[src/rtl/inst_queue_pkg.sv]
// Shared definitions for the instruction queue: entry field widths, the
// exception-tag default and the pointer-width helper.
// Optional feature macro: IQ_EXC_TAG_EN (adds a 1-bit fetch exception tag per entry).
package inst_queue_pkg;

    localparam int unsigned IQ_INST_W = 32;
    localparam int unsigned IQ_PC_W   = 32;

`ifdef IQ_EXC_TAG_EN
    localparam bit IQ_EXC_TAG_ON = 1'b1;
`else
    localparam bit IQ_EXC_TAG_ON = 1'b0;
`endif

    // Total stored bits per entry.
    localparam int unsigned IQ_ENTRY_W = IQ_INST_W + IQ_PC_W + (IQ_EXC_TAG_ON ? 1 : 0);

    typedef struct packed {
`ifdef IQ_EXC_TAG_EN
        logic                 exc;
`endif
        logic [IQ_INST_W-1:0] inst;
        logic [IQ_PC_W-1:0]   pc;
    } iq_entry_t;

    // Pointer width for a power-of-two queue depth.
    function automatic int unsigned iq_ptr_w(input int unsigned depth);
        return $clog2(depth);
    endfunction

endpackage

[src/rtl/inst_queue_ram.sv]
// Storage array for the instruction queue: DEPTH entries, two write ports,
// two combinational read ports, no reset.
module inst_queue_ram #(
    parameter int unsigned DEPTH = 8,
    parameter int unsigned W     = 64,
    parameter int unsigned AW    = 3
) (
    input  logic          clk,
    input  logic          we_0,
    input  logic [AW-1:0] waddr_0,
    input  logic [W-1:0]  wdata_0,
    input  logic          we_1,
    input  logic [AW-1:0] waddr_1,
    input  logic [W-1:0]  wdata_1,
    input  logic [AW-1:0] raddr_0,
    output logic [W-1:0]  rdata_0,
    input  logic [AW-1:0] raddr_1,
    output logic [W-1:0]  rdata_1
);

    logic [W-1:0] mem [DEPTH];

    // The two write addresses are always distinct (tail and tail+1).
    always_ff @(posedge clk) begin
        if (we_0) mem[waddr_0] <= wdata_0;
        if (we_1) mem[waddr_1] <= wdata_1;
    end

    assign rdata_0 = mem[raddr_0];
    assign rdata_1 = mem[raddr_1];

endmodule

[src/rtl/inst_queue.sv]
// Dual-port instruction FIFO between fetch and the stage-1 decoders.
// Accepts up to two words per cycle, presents the two oldest, retires d_issue_cnt.
// Optional feature macro: IQ_EXC_TAG_EN (per-entry fetch exception tag).
module inst_queue
    import inst_queue_pkg::*;
#(
    parameter int unsigned DEPTH = 8
) (
    input  logic                        clk,
    input  logic                        rst,
    input  logic                        flush,
    input  logic [1:0]                  f_w_ena,
    input  logic [IQ_INST_W-1:0]        f_inst_0,
    input  logic [IQ_INST_W-1:0]        f_inst_1,
    input  logic [IQ_PC_W-1:0]          f_pc_0,
    input  logic [IQ_PC_W-1:0]          f_pc_1,
`ifdef IQ_EXC_TAG_EN
    input  logic                        f_exc_0,
    input  logic                        f_exc_1,
`endif
    output logic                        f_ready,
    output logic [1:0]                  d_valid,
    output logic [IQ_INST_W-1:0]        d_inst_0,
    output logic [IQ_INST_W-1:0]        d_inst_1,
    output logic [IQ_PC_W-1:0]          d_pc_0,
    output logic [IQ_PC_W-1:0]          d_pc_1,
`ifdef IQ_EXC_TAG_EN
    output logic                        d_exc_0,
    output logic                        d_exc_1,
`endif
    input  logic [1:0]                  d_issue_cnt,
    output logic [iq_ptr_w(DEPTH):0]    q_count
);

    localparam int unsigned AW = iq_ptr_w(DEPTH);
    localparam int unsigned CW = AW + 1;

    logic [AW-1:0] head_q, head_d;
    logic [AW-1:0] tail_q, tail_d;
    logic [CW-1:0] count_q, count_d;

    logic          wr_go, we_0, we_1;
    logic [1:0]    n_wr;
    iq_entry_t     wdata_0, wdata_1, rdata_0, rdata_1;

    // Ready looks only at registered occupancy, never at this cycle's issue.
    assign f_ready = (count_q <= CW'(DEPTH - 2));
    assign wr_go   = f_ready & ~flush;
    assign we_0    = wr_go & f_w_ena[0];
    assign we_1    = wr_go & f_w_ena[1];
    assign n_wr    = {1'b0, we_0} + {1'b0, we_1};

    assign wdata_0.inst = f_inst_0;
    assign wdata_0.pc   = f_pc_0;
    assign wdata_1.inst = f_inst_1;
    assign wdata_1.pc   = f_pc_1;
`ifdef IQ_EXC_TAG_EN
    assign wdata_0.exc  = f_exc_0;
    assign wdata_1.exc  = f_exc_1;
`endif

    inst_queue_ram #(
        .DEPTH (DEPTH),
        .W     (IQ_ENTRY_W),
        .AW    (AW)
    ) u_ram (
        .clk     (clk),
        .we_0    (we_0),
        .waddr_0 (tail_q),
        .wdata_0 (wdata_0),
        .we_1    (we_1),
        .waddr_1 (tail_q + AW'(1)),
        .wdata_1 (wdata_1),
        .raddr_0 (head_q),
        .rdata_0 (rdata_0),
        .raddr_1 (head_q + AW'(1)),
        .rdata_1 (rdata_1)
    );

    // Next pointers and occupancy; flush overrides any write or issue.
    always_comb begin
        head_d  = head_q + AW'(d_issue_cnt);
        tail_d  = tail_q + AW'(n_wr);
        count_d = count_q + CW'(n_wr) - CW'(d_issue_cnt);
        if (flush) begin
            head_d  = '0;
            tail_d  = '0;
            count_d = '0;
        end
    end

    // Pointer and occupancy registers.
    always_ff @(posedge clk or posedge rst) begin
        if (rst) begin
            head_q  <= '0;
            tail_q  <= '0;
            count_q <= '0;
        end else begin
            head_q  <= head_d;
            tail_q  <= tail_d;
            count_q <= count_d;
        end
    end

    assign d_valid  = {count_q >= CW'(2), count_q != '0};
    assign q_count  = count_q;
    assign d_inst_0 = rdata_0.inst;
    assign d_inst_1 = rdata_1.inst;
    assign d_pc_0   = rdata_0.pc;
    assign d_pc_1   = rdata_1.pc;
`ifdef IQ_EXC_TAG_EN
    assign d_exc_0  = rdata_0.exc;
    assign d_exc_1  = rdata_1.exc;
`endif

endmodule

[config.mk]
export PLATFORM = sky130hd
export DESIGN_NAME = inst_queue
export DESIGN_NICKNAME = d
export VERILOG_FILES = /design/src/rtl/inst_queue_pkg.sv /design/src/rtl/inst_queue_ram.sv /design/src/rtl/inst_queue.sv
export SDC_FILE = /design/constraint.sdc
export NUM_CORES = 1
export LEC_CHECK = 0
export BUFFER_PORTS_ARGS = -buffer_cell sky130_fd_sc_hd__buf_2
export CAP_MARGIN = 20
export CORE_MARGIN = 2
export CORE_UTILIZATION = 63
export DETAILED_ROUTE_END_ITERATION = 8
export GPL_ROUTABILITY_DRIVEN = 0
export GPL_TIMING_DRIVEN = 0
export PLACE_DENSITY = 0.91
export RECOVER_POWER = 100
export SLEW_MARGIN = 30
export SYNTH_ARGS = -nofsm -noshare
export SYNTH_HDL_FRONTEND = slang
export SYNTH_SLANG_ARGS = --single-unit
export TNS_END_PERCENT = 30
[constraint.sdc]
create_clock -name clk -period 12.55 [get_ports clk]
set_input_delay 3.765 -clock clk [delete_from_list [all_inputs] [get_ports clk]]
set_output_delay 3.765 -clock clk [all_outputs]
set_load 0.01 [all_outputs]
-- Yosys cells after proc, flatten, opt, wreduce, memory -nomap -nowiden
Memory sizes are Yosys's and may differ from the RTL's.
Cells that the tools add are included.
- register bits after elaboration: 10
- latch bits: 0
- RAM bits: 512
- ROM bits: 0
- input port bits: 135
- memories: 1
- $add $sub $neg: 7
- multipliers: 0
- divide/modulo/power cells: 0
- magnitude comparators: 2
- equality and inequality tests: 0
- shift-type cells: 0
- multiplexer cells: 7
- bitwise operators: 4
- reduce and logical (&&, ||, !) cells: 1
- memories (memory ; words ; width ; read ports ; clocked after memory_dff ; wr ports ; line ; source):
    u_ram.mem ; 8 ; 64 ; 2 ; 0 ; 2 ; inst_queue_ram.sv:21 ; logic [W-1:0] mem [DEPTH];
- operators by type and width (kind ; count):
    adder 3 x 1 -> 3 bit (second input constant) ; 2
    adder 3 x 2 -> 3 bit ; 2
    two-way mux 3 bit ; 2
    adder 4 x 2 -> 4 bit ; 1
    greater-or-equal comparator 4 x 2 -> 1 bit (second input constant) ; 1
    <= comparator 4 x 3 -> 1 bit (second input constant) ; 1
    two-way mux 1 bit ; 4
    two-way mux 4 bit ; 1
    nonzero test 4 bit ; 1
    subtractor 4 x 2 -> 4 bit ; 1
    AND 1 bit ; 3
    adder 1 x 1 -> 2 bit ; 1
    inverter 1 bit ; 1

-- Logic depth before layout (Yosys ltp)
Gate-level depths: netlist of the first run.
- depth in word-level cells: 7
- gate-level depth with buffers: 14

-- Hierarchy
From an unflattened synthesis of the first run, not the netlist that was laid out.
- cell total of the unflattened synthesis: 1623
- area, all modules: 30003.8 µm²
- by module, submodules not included (module ; instances ; cells each ; area each (µm²) ; seq. area each (µm²)):
    inst_queue_ram ; 1 ; 1557 ; 29309.4 ; 15374.7
    inst_queue ; 1 ; 66 ; 694.4 ; 250.2

-- Worst setup path after synthesis of the first run
Ideal clock, no wire load.
- kind: input -> register
- start: in f_w_ena[1]
- end: mem u_ram.mem[7][0], enable pin
- arrival time: 7.268 ns
- slack: 4.775 ns
- stages on the path: 3
- path buffers: 0
- path through: nand2_1 > or3_1 > a21oi_1
- RTL lines (item ; line ; source):
    from (decl) ; inst_queue.sv:12 ; input logic [1:0] f_w_ena,
    to (decl) ; inst_queue_ram.sv:21 ;

-- Worst setup path in the final report of the first run
- start: reg head_q[0]
- end: out d_pc_0[21]
- cells in the longest elaborated chain, start to end: 1
- ends and longest elaborated chain (item ; line ; source):
    from (decl) ; inst_queue.sv:38 ; logic [AW-1:0] head_q, head_d;
    from (signal assigned) ; inst_queue.sv:95 ; head_q <= '0;
    from (signal assigned) ; inst_queue.sv:99 ; head_q <= head_d;
    memory read (8 x 64 bit) ; -- ;
    to (decl) ; inst_queue.sv:25 ; output logic [IQ_PC_W-1:0] d_pc_0,
Every way passes these cells.

==> results of run 1 <==
path summary, 6_finish.rpt:
kind | startpoint | endpoint | slack (ps) | cells after the start
max in group asynchronous | rst | q_count[3] | 9150 | 2
setup / recovery | head_q[0] | d_pc_0[21] | 4270 | 7
min in group asynchronous | rst | tail_q[1] | 3130 | 2
hold reg to reg | tail_q[2] | tail_q[2] | 670 | 3
setup reg to reg | q_count[3] | u_ram.mem[6][33] | 6350 | 11
hold / removal | tail_q[2] | tail_q[2] | 670 | 3
sequential cells by signal (all words and copies together), names as in the netlist:
register and cells:
head_q 3, q_count 4, tail_q 3, u_ram.mem 512
critical path: stages (launching register included):
cell and delay, ps:
dfrtp_1 480, clkbuf_1 280, clkbuf_1 750, clkbuf_1 700, clkbuf_1 680, mux4_2 420, mux2_1 390, buf_2 170
cell usage after synthesis, drive strengths merged, types with 2 or more instances:
| cell | count |
|---|---|
| nand2b | 3 |
| mux2 | 640 |
| nor3 | 2 |
| nor2b | 5 |
| edfxtp | 512 |
| or3 | 3 |
| inv | 12 |
| nand2 | 5 |
| xnor2 | 4 |
| and2 | 2 |
| a21oi | 7 |
| buf | 102 |
| mux2i | 2 |
| xor2 | 3 |
| clkbuf | 25 |
| dfrtp | 10 |
| nor2 | 17 |
| nand3 | 5 |
| and3 | 5 |
| fa | 4 |
| mux4 | 256 |
| ha | 11 |
cell usage in the layout, fill, tap and decap left out, drive strengths merged, types with 7 or more instances in the layout:
cell type	netlist	layout
clkbuf	25	283
a21oi	7	7
inv	12	13
buf	102	218
edfxtp	512	512
mux2	640	640
mux4	256	256
diode	0	17
nor2	17	17
clkinv	0	21
ha	11	11
dfrtp	10	10
power by group through the flow:
stage / clock (uW) / sequential [uW] / combinational, uW
global placement: 0 / 2190 / 1570
finish: 1490 / 2150 / 1520
detailed placement: 0 / 2180 / 1680
floorplan: 0 / 2170 / 1070
global route: 1540 / 2160 / 1590
CTS: 1490 / 2150 / 1700
cell families after synthesis:
family | after synthesis | share of synthesized area (%)
xor+xnor | 7 | 0.246
compound gates | 10 | 0.246
mux | 898 | 44.4
simple gates | 50 | 1.00
buf+inv | 139 | 3.11
flops | 522 | 50.3
fa+ha+maj | 15 | 0.701
layer usage:
layer	track usage [%]	vias up
li1	-	7619
met1	44.2	9829
met2	56.0	1473
met3	8.39	298
met4	15.3	14
met5	0	-
through the flow:
stage | std cells | setup WS [ps] | total power, uW | util [%]
2_1_floorplan | 1641 | 4770 | 3240 | -
3_3_place_gp | 2574 | 988 | 3760 | 68.0
3_5_place_dp | 2612 | 5720 | 3860 | 70.0
4_1_cts | 2705 | 5040 | 5330 | 73.2
5_1_grt | 2717 | 4210 | 5300 | 69.0
6_report | 2722 | 4270 | 5160 | 69.0
layout make-up:
cell class | count | area, sq um | area share [%]
Inverter | 12 | 45.0 | 0.134
Tap cell | 664 | 831 | 2.46
Sequential cell | 522 | 15600 | 46.4
Multi-Input combinational cell | 980 | 13700 | 40.6
Timing Repair Buffer | 307 | 1380 | 4.09
Antenna cell | 17 | 42.5 | 0.126
Buffer | 127 | 533 | 1.58
Clock buffer | 67 | 1420 | 4.22
Clock inverter | 26 | 145 | 0.431
==> results by group, run 1 <==
Outcome
  – Outcome: finished, violations left
  – Failing checks: capacitance limit, slew limit

Yosys
  – Asr flop ratio synth: under 10%
  – Number of flops mapped to enable cells by yosys: 512
  – Post-synth net total: 1791
  – Yosys cell types: 40
  – Ys flop type: edfxtp_1
  – Synth Warn #: 0
  – Post-synth top area cell: edfxtp_1
  – Sequential area share after synthesis: 50.3%
  – Post-Synthesis Cell Area: about 31000 sq um
  – #FFs+latches synth: between 500 and 600
  – Syn_area_per_cell: 18.9 sq um
  – Cells after Synth: between 1500 and 2000
  – Area share of the largest cell type after synthesis: 49.5%
  – Synth top area cells: edfxtp_1, mux4_2, mux2_2

Critical path
  – Worst EP required: between 8000 and 9000 ps
  – Critical path arrival: around 4500 ps
  – Critical Path End Type: output pin
  – CP max FO: 10
  – CP Launch Type: register
  – Setup CP Type: reg2out

Power
  – Max rail drop VDD: about 0.12 mV
  – Gate power share: roughly 29%
  – Leak pwr: roughly 0.011 uW
  – Internal power: 3570 uW
  – Net Switching: 1580 uW
  – Pwr dens: about 150 nW/um^2
  – Flop pwr share: a little over two fifths
  – Clock network fraction of total power: 28.8%
  – Sw Share: a little under a third

Timing
  – Final Cycle Share: 66.0%
  – # setup viols final: 0
  – Least-Margin Pin Slew: 1600 ps
  – RSZ-0062 raised after global routing: no
  – Fmax: 121 MHz
  – Hold_ws: between 600 and 700 ps
  – Max Slew Vio Count: 15
  – Max-slew headroom: -6.73%
  – Final Hold Violating Endpoints: 0
  – Min cycle time layout: 8280 ps
  – Clock skew: about 19 ps
  – Setup tns final: 0 ps

Clock network
  – CTS tree: done
  – Clock-pin slew on the worst setup and hold paths: 60 ps
  – CTS sink count: roughly 520
  – Root buf cell: clkbuf_16
  – Post-cts hold buffer count: 0
  – Post_cts resized: 0
  – Clock Tree Buf Depth: 3
  – H-tree levels: 2
  – TritonCTS Buffers: 53
  – Worst-Skew Late Latency: 620 ps
  – Post-CTS setup buffers: 0

Floorplanning
  – Die H: 226 um
  – Die W: 226 um
  – Core box area: between 40000 and 50000 sq um
  – Number of core rows: 81
  – Initial core utilization: 63.6%
  – Ports: 270
  – Die ar.: between 50000 and 60000 sq um

Routing
  – Final wirelength: 88.2 mm
  – Mean routed wirelength per cell: 32.4 um
  – DRC: 0
  – WL met3: 10.1 mm
  – Top layer in use: met5
  – Met2 wire length: 43.1 mm
  – DR iter-0 viols: 2471
  – DR pass1 iterations: 5
  – Via count: 19200
  – M1 wire length: 30.9 mm
  – Vias per cell: 7.07
  – ANT nets after route: 0

Cells and area
  – Layout cells sized above 1: a little under half
  – Area Overhead vs Synth: 8.53%
  – Fillcell total: roughly 3300
  – Design Area, Final: 33700 sq um
  – Nets: 2153

Worst hold path
  – Hold/Removal Path Class: reg2reg

Placement
  – HPWL Detailed: approximately 58 mm
  – IO buf count: 269
  – Placed instance area: 34200 sq um

GRT
  – Total track usage: 34.4%
  – Remaining Overflow, GRT: 0
  – Global-route wire length before repair: 127 mm
  – Initial antenna violation count: 24
  – Vias in the first global route: 19800
  – Pin count of the biggest net entering global routing: 18

Run
  – MaxCap Viol Count: 1
(Power assumes the default switching activity.)
==> inputs of run 2 (changes only) <==
--- a/config.mk
+++ b/config.mk
@@ -8,11 +8,11 @@
 export BUFFER_PORTS_ARGS = -buffer_cell sky130_fd_sc_hd__buf_2
 export CAP_MARGIN = 20
 export CORE_MARGIN = 2
-export CORE_UTILIZATION = 63
+export CORE_UTILIZATION = 61
 export DETAILED_ROUTE_END_ITERATION = 8
 export GPL_ROUTABILITY_DRIVEN = 0
 export GPL_TIMING_DRIVEN = 0
-export PLACE_DENSITY = 0.91
+export PLACE_DENSITY = 0.88
 export RECOVER_POWER = 100
 export SLEW_MARGIN = 30
 export SYNTH_ARGS = -nofsm -noshare
==> constraint.sdc (replaced) <==
create_clock -name clk -period 8.7 [get_ports clk]
set_input_delay 2.61 -clock clk [delete_from_list [all_inputs] [get_ports clk]]
set_output_delay 2.61 -clock clk [all_outputs]
set_load 0.01 [all_outputs]
==> run 2 against run 1 <==
The run still ends with capacitance limit, slew limit left. Highest routed layer unchanged. Clock skew is 12 ps higher. Largest power group unchanged. Via count rose by 0.16%. Critical endpoint unchanged. Worst hold slack better by 11 ps. Critical path type unchanged. Critical path depth did not move.
==> results by group, run 2 (synthesized netlist as in run 1, its figures left out) <==
Placement
  – Placed instance area: 34200 sq um (+0.11%)
  – Inst Count DP: 2618 (+0.23%)
  – HPWL Detailed: 57.9 mm (-0.29%)
  – IO buf count: 269 (unchanged)

Critical path
  – Buf/Inv on CP: 5 (unchanged)
  – CP Launch Type: register
  – Setup crit start: head_q[0]
  – Worst reg2reg path startpoint: q_count[3]
  – R2R setup slack: 2820 ps (-3530 ps)
  – CP peak stage delay: 790 ps (+40 ps)
  – Crit-path leading delay family: buffers and inverters
  – Reg-to-Reg End: u_ram.mem[0][36]
  – Most Frequent Cell on Critical Path: clkbuf_1
  – Critical path arrival: 4460 ps (-50 ps)
  – Worst EP required: 6090 ps (-2690 ps)
  – Cell breakdown of the critical path: clkbuf_1 -> clkbuf_1 -> clkbuf_1 -> clkbuf_1 -> mux4_2 -> mux2_1 -> buf_2
  – CP max FO: 10 (unchanged)
  – Cells on worst reg2reg path: 10 (-1)
  – Critical Path End Type: output pin
  – Worst path slowest cell: clkbuf_1
  – Setup CP Type: reg2out

Floorplanning
  – Core box area: 50200 sq um (+2.7%)
  – Die ar.: 52700 sq um (+3.2%)
  – Die H: 230 um (+1.6%)
  – Die W: 230 um (+1.6%)
  – Initial core utilization: 61.9% (-1.7 points)
  – Ports: 270 (unchanged)
  – Number of core rows: 82 (+1.2%)

Clock network
  – Clock-pin slew on the worst setup and hold paths: 60 ps (about the same)
  – Post_cts resized: 0 (unchanged)
  – CTS sink count: 522 (unchanged)
  – H-tree levels: 2 (unchanged)
  – Post-CTS setup buffers: 0 (unchanged)
  – Clock Tree Buf Depth: 3 (unchanged)
  – CTS tree: done
  – Root buf cell: clkbuf_16
  – Post-cts hold buffer count: 0 (unchanged)
  – Worst-Skew Late Latency: 640 ps (+20 ps)
  – TritonCTS Buffers: 54 (+1.9%)

Timing
  – RSZ-0062 raised after global routing: no
  – Min cycle time layout: 7070 ps
  – Max Slew Vio Count: 55 (+40)
  – Clock skew: 30.9 ps (+11.6 ps)
  – Least-Margin Pin Slew: 1650 ps (+55.4 ps)
  – Final Hold Violating Endpoints: 0 (unchanged)
  – Final Cycle Share: 81.2%
  – Max-slew headroom: -10.4% (-3.7 points)
  – Fmax: 141 MHz
  – # setup viols final: 0 (unchanged)

Routing
  – Via count: 19300 (+0.16%)
  – DR pass1 iterations: 5 (unchanged)
  – DR iter-0 viols: 2689 (+8.8%)
  – Mean routed wirelength per cell: 32.6 um (+0.71%)
  – DRC: 0 (unchanged)
  – Final wirelength: 89.4 mm (+1.3%)
  – Vias per cell: 7.03 (-0.46%)
  – ANT nets after route: 0 (unchanged)

GRT
  – Total track usage: 33.5% (-0.87 points)
  – Initial antenna violation count: 25 (+4.2%)
  – Vias in the first global route: 20300 (+2.4%)
  – Pin count of the biggest net entering global routing: 19 (+1)
  – Global-route wire length before repair: 129 mm (+2.3%)
  – Remaining Overflow, GRT: 0 (unchanged)

Power
  – Pwr dens: 224 nW/um^2 (+46%)
  – Net Switching: 2320 uW (+46%)
  – Max rail drop VDD: 0.203 mV (+73%)
  – Gate power share: 28.9% (-0.5 points)
  – Leak pwr: 0.0111 uW (+0.59%)
  – Clock network fraction of total power: 30.1% (+1.3 points)
  – Flop pwr share: 41.0% (-0.7 points)
  – Internal power: 5260 uW (+47%)
  – Sw Share: 30.6% (-0.14 points)

Cells and area
  – Finished Layout Cells: 2739 (+0.62%)
  – Design Area, Final: 33800 sq um (+0.42%)
  – Utilization after layout: 67.5% (-1.5 points)
  – Fillcell total: 3387 (+3.2%)
  – Nets: 2152 (-0.046%)
  – Commonest non-fill, non-tap cell in the layout: edfxtp_1
  – Most frequent cells in the layout: edfxtp_1, mux2_2, mux4_2
  – Area Overhead vs Synth: 8.99%
  – Largest reg by FF count: u_ram.mem
  – Layout cells sized above 1: 46.1% (+0.25 points)
  – Max reg flops: 512 (unchanged)

Run
  – MaxCap Viol Count: 5 (+4)

Worst hold path
  – Hold/Removal Path Class: reg2reg
  – WHS Endpoint: tail_q[2]
  – Hold depth: 3 (unchanged)
  – Hold_sp: tail_q[2]

Outcome
  – Failing checks: capacitance limit, slew limit
  – Outcome: finished, violations left
[run 2: changes by cell type in the layout (fill, tap and decap cells not counted), sizes merged]
| cell | previous run | this run |
|---|---|---|
| buf | 218 | 220 |
| bufinv | 1 | 4 |
| clkbuf | 283 | 284 |
| clkinv | 21 | 20 |
| clkinvlp | 3 | 2 |
| diode | 17 | 22 |
[run 2: how the worst max path moves through the flow]
stage	cells past startpoint	end	slack, ps
floorplan	3	u_ram.mem[7][0]	2080
global placement	4	u_ram.mem[6][35]	-1840
detailed placement	6	d_inst_1[11]	3010
CTS	6	d_inst_1[18]	2350
global route	7	d_pc_0[21]	1520
finish	7	d_pc_0[21]	1630
[run 2: area by class of cell]
type | count | area, sq um | share of cell area, %
Clock inverter | 27 | 253 | 0.747
Sequential cell | 522 | 15600 | 46.2
Multi-Input combinational cell | 980 | 13700 | 40.4
Inverter | 12 | 45.0 | 0.133
Antenna cell | 22 | 55.1 | 0.163
Timing Repair Buffer | 305 | 1370 | 4.06
Buffer | 127 | 531 | 1.57
Tap cell | 672 | 841 | 2.48
Clock buffer | 72 | 1440 | 4.25
[run 2: metrics by stage]
stage	hold slack [ps]	setup slack, ps	total power [uW]	TNS [ps]
global route	729	1520	7790	0
floorplan	599	2080	4670	0
finish	679	1630	7580	0
detailed placement	668	3010	5580	0
CTS	684	2350	7840	0
global placement	637	-1840	5430	-521890
[run 2: worst min-delay path: cells and delay by family (launching register included)]
| family | cells | cell delay [ps] |
|---|---|---|
| flip-flops | 1 | 340 |
| AND/OR/NAND/NOR | 1 | 80 |
| buffers and inverters | 1 | 140 |
| XOR/XNOR | 1 | 70 |
[run 2: per-layer routing]
| metal | GRT usage (%) | part of all wire (%) | vias up |
|---|---|---|---|
| met1 | 42.8 | 36 | 10000 |
| met4 | 14.2 | 4.1 | 10 |
| met2 | 54.8 | 49 | 1364 |
| li1 | - | - | 7629 |
| met5 | 0 | 0.069 | - |
| met3 | 8.55 | 11 | 259 |
[run 2: power by group through the flow]
stage	Sequential [uW]	Clock [uW]	Combinational, uW
final	3110	2280	2190
after detailed placement	3140	0	2430
after CTS	3100	2280	2460
after global routing	3120	2370	2290
after global placement	3160	0	2260
after floorplan	3130	0	1540
